$ cat config.mk
export PLATFORM = sky130hd
export DESIGN_NAME = cpu_run_ctrl
export DESIGN_NICKNAME = d
export VERILOG_FILES = /design/src/rtl/cpu_run_pkg.sv /design/src/rtl/sat_counter.sv /design/src/rtl/cpu_run_ctrl.sv
export SDC_FILE = /design/constraint.sdc
export NUM_CORES = 1
export LEC_CHECK = 0
export ABC_AREA = 0
export BUFFER_PORTS_ARGS = -buffer_cell sky130_fd_sc_hd__buf_2
export CAP_MARGIN = 10
export CORE_MARGIN = 8
export CORE_UTILIZATION = 55
export DETAILED_ROUTE_END_ITERATION = 6
export MAX_ROUTING_LAYER = met4
export PLACE_DENSITY = 0.81
export SETUP_SLACK_MARGIN = 0.2
export SLEW_MARGIN = 20
export SYNTH_ARGS = -nofsm -noshare
export SYNTH_HDL_FRONTEND = slang
export SYNTH_SLANG_ARGS = --single-unit
$ cat constraint.sdc
create_clock -name clk -period 7.45 [get_ports clk]
set_clock_uncertainty 0.1 [all_clocks]
set_input_delay 0.3725 -clock clk [delete_from_list [all_inputs] [get_ports clk]]
set_output_delay 0.3725 -clock clk [all_outputs]
set_load 0.01 [all_outputs]
$ cat src/rtl/cpu_run_pkg.sv
// Shared types and constants for the MIPS run controller.
package cpu_run_pkg;

    typedef enum logic [2:0] {
        st_idle,
        st_reset,
        st_run,
        st_done,
        st_timeout
    } state_t;

    localparam logic [31:0] OP_SYSCALL = 32'h0000000C;
    localparam int          CNT_W_DEF  = 32;

endpackage

$ cat src/rtl/sat_counter.sv
// Up-counter that sticks at all-ones; clr has priority over inc.
module sat_counter
    import cpu_run_pkg::*;
#(
    parameter int W = 8
) (
    input  logic         clk,
    input  logic         rst,
    input  logic         clr,
    input  logic         inc,
    output logic [W-1:0] q
);

    always_ff @(posedge clk or posedge rst) begin
        if (rst) begin
            q <= '0;
        end else if (clr) begin
            q <= '0;
        end else if (inc && (q != {W{1'b1}})) begin
            q <= q + W'(1);
        end
    end

endmodule

$ cat src/rtl/cpu_run_ctrl.sv
// Run controller for the single-cycle MIPS core: reset pulse, clock enable,
// cycle/instruction counting and end-of-program detection.
module cpu_run_ctrl
    import cpu_run_pkg::*;
#(
    parameter int          RST_CYCLES  = 2,
    parameter int          MAX_CYCLES  = 1000,
    parameter int          CNT_W       = CNT_W_DEF,
    parameter logic [31:0] HALT_INSTR  = OP_SYSCALL,
    parameter int          LOOP_DET    = 1,
    parameter int          LOOP_CYCLES = 4
) (
    input  logic             clk,
    input  logic             rst,
    input  logic             start,
    input  logic             abort,
    input  logic [31:0]      pc,
    input  logic [31:0]      instr,
    input  logic             instr_valid,
    output logic             cpu_rst,
    output logic             cpu_en,
    output logic             running,
    output logic             done,
    output logic             timeout,
    output logic [CNT_W-1:0] cycle_cnt,
    output logic [CNT_W-1:0] instr_cnt
);

    localparam int RW = $clog2(RST_CYCLES) + 1;
    localparam int BW = $clog2(MAX_CYCLES) + 1;
    localparam int LW = $clog2(LOOP_CYCLES) + 1;

    state_t        state, state_n;
    logic [RW-1:0] rcnt;
    logic [BW-1:0] bcnt;
    logic [LW-1:0] lcnt;
    logic [31:0]   prev_pc;
    logic          prev_vld;

    logic in_run, retire, same_pc, halt_hit, loop_hit, budget_hit, enter_reset;

    assign in_run     = (state == st_run);
    assign retire     = in_run && instr_valid;
    assign same_pc    = prev_vld && (pc == prev_pc);
    assign halt_hit   = retire && (instr == HALT_INSTR);
    assign loop_hit   = (LOOP_DET != 0) && retire && same_pc && (lcnt == LW'(LOOP_CYCLES - 2));
    // Separate budget counter so a narrow CNT_W cannot hide the timeout.
    assign budget_hit = in_run && (bcnt == BW'(MAX_CYCLES - 1));

    always_ff @(posedge clk or posedge rst) begin
        if (rst) begin
            state <= st_idle;
        end else begin
            state <= state_n;
        end
    end

    always_comb begin
        state_n     = state;
        enter_reset = 1'b0;
        case (state)
            st_idle: begin
                if (start) begin
                    state_n     = st_reset;
                    enter_reset = 1'b1;
                end
            end
            st_reset: begin
                if (rcnt == RW'(RST_CYCLES - 1)) begin
                    state_n = st_run;
                end
            end
            st_run: begin
                if (abort) begin
                    state_n = st_idle;
                end else if (halt_hit || loop_hit) begin
                    state_n = st_done;
                end else if (budget_hit) begin
                    state_n = st_timeout;
                end
            end
            st_done, st_timeout: begin
                if (start) begin
                    state_n     = st_reset;
                    enter_reset = 1'b1;
                end
            end
            default: state_n = st_idle;
        endcase
    end

    always_ff @(posedge clk or posedge rst) begin
        if (rst) begin
            rcnt     <= '0;
            prev_vld <= 1'b0;
        end else begin
            if (enter_reset) begin
                rcnt <= '0;
            end else if (state == st_reset) begin
                rcnt <= rcnt + RW'(1);
            end
            if (enter_reset) begin
                prev_vld <= 1'b0;
            end else if (retire) begin
                prev_vld <= 1'b1;
            end
        end
    end

    always_ff @(posedge clk) begin
        if (retire) begin
            prev_pc <= pc;
        end
    end

    sat_counter #(.W(CNT_W)) u_cycle (
        .clk (clk),
        .rst (rst),
        .clr (enter_reset),
        .inc (in_run),
        .q   (cycle_cnt)
    );

    sat_counter #(.W(CNT_W)) u_instr (
        .clk (clk),
        .rst (rst),
        .clr (enter_reset),
        .inc (retire),
        .q   (instr_cnt)
    );

    sat_counter #(.W(LW)) u_loop (
        .clk (clk),
        .rst (rst),
        .clr (enter_reset || (retire && !same_pc)),
        .inc (retire && same_pc),
        .q   (lcnt)
    );

    sat_counter #(.W(BW)) u_budget (
        .clk (clk),
        .rst (rst),
        .clr (enter_reset),
        .inc (in_run),
        .q   (bcnt)
    );

    assign cpu_rst = (state == st_idle) || (state == st_reset);
    assign cpu_en  = (state == st_reset) || (state == st_run);
    assign running = (state == st_run);
    assign done    = (state == st_done);
    assign timeout = (state == st_timeout);

endmodule

* After elaboration in Yosys (flattened, before gate mapping)
Cells that the tools add are included.
** Operators by class
- $add $sub $neg :: 5
- $mul :: 0
- Div/mod/pow operators :: 0
- $lt $le $gt $ge :: 0
- Equality and inequality tests :: 16
- Shift operators :: 0
- Multiplexer cells :: 20
- Bitwise logic cells :: 0
- Reductions and logical operators :: 25
** Operator list (number)
- $mux W32 :: 4
- $add A32 B1 Y32 const B :: 2
- $ne A32 B32 Y1 const B :: 2
- $eq A32 B32 Y1 :: 1
- $eq A32 B4 Y1 const B :: 1
- $mux W11 :: 2
- $mux W3 :: 7
- $reduce_bool A2 Y1 :: 6
- $add A11 B1 Y11 const B :: 1
- $eq A11 B10 Y1 const B :: 1
- $logic_and A1 B1 Y1 :: 11
- $ne A11 B11 Y1 const B :: 1
- $eq A3 B2 Y1 const B :: 3
- $pmux W3 S3 :: 1
- $logic_or A1 B1 Y1 :: 4
- $mux W1 :: 4
- $mux W2 :: 2
- $ne A4 B2 Y1 const B :: 1
- $add A3 B1 Y3 const B :: 1
- $eq A3 B1 Y1 const B :: 1
- $eq A3 B3 Y1 const B :: 1
- $logic_not A3 Y1 :: 1
- $ne A3 B3 Y1 const B :: 1
- $reduce_and A3 Y1 :: 1
- other kinds (6) :: 6
** Storage, ports and cells
- Flip-flop bits (word level) :: 116
- Bits in latches :: 0
- RAM bits :: 0
- ROM bits :: 0
- Bits of input ports :: 69
- Output and inout port bits :: 69
- Word-level logic and storage cells :: 74
- Memories kept :: 0

* Longest topological paths before layout
- Depth in word-level cells :: 8
- Gate-level depth with buffers :: 11
- Gate-level depth less buffers :: 9

* Hierarchy
A second synthesis with hierarchy kept.
** Second synthesis, totals
- Cell total of the unflattened synthesis :: 629
- Area, all modules :: 6398.6 µm²
** Modules (own cells, without submodules)
- sat_counter at u_cycle ... :: instances 2, cells each 186, area an instance 1740.4 µm², sequential area each 800.8 µm²
- cpu_run_ctrl :: instances 1, cells each 164, area an instance 1986.9 µm², sequential area each 1111.1 µm²
- sat_counter at u_budget :: instances 1, cells each 77, area an instance 743.2 µm², sequential area each 275.3 µm²
- sat_counter at u_loop :: instances 1, cells each 16, area an instance 187.7 µm², sequential area each 75.1 µm²

* Worst setup path after synthesis
OpenSTA, ideal clock, no wires.
- Path type :: register to register
- Start :: reg state[2]
- End :: reg u_instr.q[23]
- Library setup time :: 0.129 ns
- Arrival :: 2.152 ns
- Required time :: 7.221 ns
- Slack :: 5.069 ns
- Stages on the path, launching flop included :: 11
- Path buffers :: 1
- Period minus slack after synthesis :: 2.381 ns
- Cells stage by stage :: dfrtp_1 -> or3b_1 -> buf_6 -> clkinv_4 -> nand2_4 -> clkinv_4 -> nand3_4 -> or4_4 -> nor3_2 -> xnor2_1 -> nor2_2
** Between the ends
- Word-level cells in the longest chain between the ends :: 4
- Elaborated cells between the ends (all ways) :: 10
- Classes of those cells :: eq/ne (3); mux (2); reduce/logical (5)
** RTL lines
- from (decl) :: line cpu_run_ctrl.sv:33 : state_t state, state_n;
- from (signal assigned) :: line cpu_run_ctrl.sv:52 : state <= st_idle;
- from (signal assigned) :: line cpu_run_ctrl.sv:54 : state <= state_n;
- $eq A3 B2 Y1
- net running :: line cpu_run_ctrl.sv:22 : output logic running,
- $logic_and A1 B1 Y1 :: line cpu_run_ctrl.sv:43 : assign retire = in_run && instr_valid;
- net retire :: line cpu_run_ctrl.sv:40 : logic in_run, retire, same_pc, halt_hit, loop_hit, budget_hit, enter_reset;
- $logic_and A1 B1 Y1 :: line sat_counter.sv:19 : end else if (inc && (q != {W{1'b1}})) begin
- $reduce_bool A2 Y1 (no line)
- to (signal assigned) :: line sat_counter.sv:20 : q <= q + W'(1);
- to (decl) :: line sat_counter.sv:11 : output logic [W-1:0] q
The timed path passes the listed nets, and every way through them passes these cells.
A chain may end at the register's enable or synchronous reset.

* Worst setup path after layout
- Start :: reg state[1]
- End :: reg u_instr.q[30]
** Between the ends
- Word-level cells in the longest chain between the ends :: 4
- Elaborated cells between the ends (all ways) :: 10
- Classes of those cells :: eq/ne (3); mux (2); reduce/logical (5)
** RTL lines
- $eq A3 B2 Y1 :: line cpu_run_ctrl.sv:42 : assign in_run = (state == st_run);
- $logic_and A1 B1 Y1 :: line cpu_run_ctrl.sv:43
- net retire :: line cpu_run_ctrl.sv:40
- $logic_and A1 B1 Y1 :: line sat_counter.sv:19
- $reduce_bool A2 Y1 (no line)
The timed path passes the listed nets, and every way through them passes these cells.

==> flow_summary.rst <==
.. list-table::
   :header-rows: 1

   * - Metric
     - Value
   * - Finish-stage setup viols
     - 0
   * - Vias/cell
     - 5.64
   * - Worst vdd ir
     - 0.118 mV
   * - Length of the first detailed-routing pass in iterations
     - 5
   * - Final critical delay including setup and external delays
     - between 3 and 4 ns
   * - Reg power frac
     - 0.403
   * - Horizontal die dimension
     - between 100 and 150 um
   * - Avg Synthesized Cell Area
     - 10.5 um^2
   * - Main synth FF type
     - dfrtp_1
   * - Total of flip-flops plus latches after synthesis
     - around 120
   * - Clock-pin slew reported for the worst setup and hold paths after clock tree synthesis
     - around 0.050 ns
   * - Place WS
     - 4.49 ns
   * - Number of global-route vias before repair
     - approximately 5.1k
   * - Power, Total
     - 1830 uW
   * - Max Buffers Root-to-Sink
     - 2
   * - Hold Crit Class
     - in -> async
   * - Combinational power share
     - 0.154
   * - Internal power
     - 1340 uW
   * - Kind of critical path
     - reg -> reg
   * - Quantity of gates resized following cts
     - 0
   * - Worst slack on hold paths
     - -0.0503 ns
   * - Netlist area before placement
     - 5910 um^2
   * - Data arrival time at the worst-slack endpoint
     - around 3.3 ns
   * - Most repeated cell in the gate-level netlist after synthesis
     - dfrtp_1
   * - Post-synthesis cell type with the largest combined area
     - dfrtp_1
   * - Total length of routed wires
     - 15.2 mm
   * - Crit path largest cell delay
     - 0.61 ns
   * - Count of vias placed by the detailed router
     - 5021
   * - Switching power share of the total
     - 0.267
   * - Power share of the clock group
     - 0.443
   * - Global route overflow
     - 0
   * - Worst Reg2Reg Path Length in Cells
     - 9
   * - Pwr Density
     - around 240 nW/um^2
   * - WL per Instance
     - around 17 um
   * - Total negative slack
     - 0 ns
   * - EDFF count, synth
     - 32
   * - Maximum clock frequency
     - approximately 330 MHz
   * - Largest fanout on the critical path
     - 37
   * - Antenna Violating Nets Remaining
     - 0
   * - Share of layout cells above drive strength 1
     - 0.248
   * - Leading post-synthesis cells by cell area
     - dfrtp_1 (36%), edfxtp_1 (16%), xor2_1 (7.3%)
   * - Count of final max-slew check failures
     - 0
   * - Post-Synthesis Cells
     - 562
   * - Synthesized netlist net count
     - between 600 and 700
   * - Data required, critical path
     - a little under 8 ns
   * - Insertion delay of the later-clocked pin in the worst-skew pair
     - slightly above 0.5 ns
   * - Height of the chip
     - 120 um
   * - Run status
     - finished, violations left
   * - Worst-path cell chain
     - or3b_1 -> clkinv_4 -> nand2_4 -> clkinv_4 -> nand3_4 -> a2111oi_4 -> nand4_1 -> xor2_1 -> nor2_1
   * - Starting DRT DRC Count
     - ~400
   * - Port buffer count
     - around 140
   * - Max H-tree Level
     - 4
   * - Area of the die
     - 14300 um^2
   * - Synth warn
     - 0
   * - DRC violations left
     - 0
   * - FP Rows
     - 38
   * - Number of primary I/O pins
     - 138
   * - Post-CTS setup repair buffer count
     - 0
   * - Ant diodes
     - 0
   * - Antenna violations before repair
     - 0
   * - Unrepaired setup endpoints after global routing
     - no
   * - Final worst slack
     - 4.44 ns
   * - Area of the core
     - 10700 um^2
   * - Unique masters post-synth
     - 57
   * - Routability Congestion
     - 0.865
   * - Number of violations of the max-capacitance limit
     - 0
   * - Fraction of synthesized cell area taken by the top area cell type
     - 0.355
   * - Final period utilization
     - 0.404
   * - Largest net degree at the start of global routing
     - between 80 and 90
   * - CTS tree
     - done
   * - DP Wirelength
     - between 10 and 15 mm
   * - P_sw
     - 490 uW
   * - Initial cell density of the core
     - 0.555
   * - Area growth from synthesis to layout
     - 29.2%
   * - Share of async-settable or async-resettable flops after synthesis
     - 0.724
   * - Post-layout nets
     - 813
   * - Violated checks
     - hold timing
   * - Top post-synthesis cells by count
     - dfrtp_1 (84), nor2_1 (79), xor2_1 (49)
   * - Clock sink total
     - 116
   * - CP max stage cell
     - a2111oi_4
   * - Count of fill cells added during filler insertion
     - 721
   * - Normalized max-slew margin
     - 0.474
   * - Transition time at the pin with the least slew margin
     - between 0.7 and 0.8 ns
   * - Crit path top cell by count
     - clkinv_4
   * - Wire length of the first global-routing pass
     - 25.9 mm
   * - Launching element type of the critical path
     - register
   * - Register area share after synthesis
     - 0.518
   * - Crit end category
     - register
   * - GRT Overall Usage
     - 0.227
   * - Buffer cell driving the clock tree root
     - clkbuf_8
   * - Hold Fails Final Rpt
     - 31
   * - P_leak
     - 0.00345 uW
   * - CTS Buf Count
     - 17
[power groups by stage]
stage / clock [uW] / combinational, uW / sequential, uW
global placement: 0 / 253 / 742
floorplan: 0 / 189 / 735
CTS: 821 / 280 / 737
global route: 855 / 318 / 744
detailed placement: 0 / 265 / 748
finish: 814 / 283 / 739
[cell type report]
type	count	area [um^2]	area share
inverter	13	60.1	0.00786
multi-input combinational	417	2720	0.356
clock buffer	21	429	0.0562
clock inverter	11	159	0.0208
timing repair buffer	172	1030	0.135
tap	140	175	0.0229
sequential	116	3060	0.401
[layout by cell type (no fill, tap or decap), types with 16 or more instances in the layout]
cell / n
nand3_1: 37
dfrtp_1: 84
nor2_1: 79
nand4_1: 36
dlygate4sd3_1: 33
buf_2: 137
xor2_1: 49
edfxtp_1: 32
nand2_1: 38
xnor2_1: 41
clkbuf_16: 16
and3_1: 16
[worst paths after layout]
check                      startpoint       endpoint  slack, ns
hold reg to reg               rcnt[1]        rcnt[1]       0.38
hold / removal                    rst  u_cycle.q[17]      -0.05
max in group asynchronous         rst  u_instr.q[31]       6.75
min in group clk                start       state[0]       0.15
setup / recovery             state[1]  u_instr.q[30]       4.44
setup reg to reg             state[1]  u_instr.q[30]       4.44
[state kept, by name (all words and copies together), names as in the netlist]
register	count
u_loop.q	3
rcnt	2
state	3
u_instr.q	32
prev_pc	32
prev_vld	1
u_budget.q	11
u_cycle.q	32
[per-layer routing]
metal	vias to the layer above	wire length (um)	track usage
met2	183	7840	0.374
met4	0	237	0.0788
met1	2471	6210	0.269
li1	2349	-	-
met5	-	0	-
met3	18	899	0.0512
[timing repair]
action | CTS | global route
endpoints found under the hold margin | 33 | 0
endpoints found under the setup margin | 0 | 0
hold buffers | 33 | 0
[worst max-delay path, delay by kind of cell (launching register included)]
kind                   cells  cell delay [ns]
XOR/XNOR                   1             0.18
flip-flops                 1             0.55
AO/OA/AOI/OAI              1             0.61
buffers and inverters      2             0.39
AND/OR/NAND/NOR            5             1.04
[cells by family (layout without fill, tap and decap cells)]
kind of cell	after synthesis	after routing	synth area share
flip-flops	116	116	0.518
buffers and inverters	29	217	0.0222
XOR/XNOR	90	90	0.133
adder cells (fa/ha/maj)	7	7	0.0148
multiplexers	4	4	0.00677
AND/OR/NAND/NOR	274	274	0.247
AO/OA/AOI/OAI	42	42	0.0582
[per-stage QoR]
step | area (um^2) | utilization | instances
final | 7640 | 0.717 | 890
after global routing | 7640 | 0.717 | 890
after CTS | 7640 | 0.717 | 890
after detailed placement | 6720 | 0.631 | 825
after global placement | 6720 | 0.631 | 825
after floorplan | 5910 | - | 562
Power figures use the tool's default switching activity.
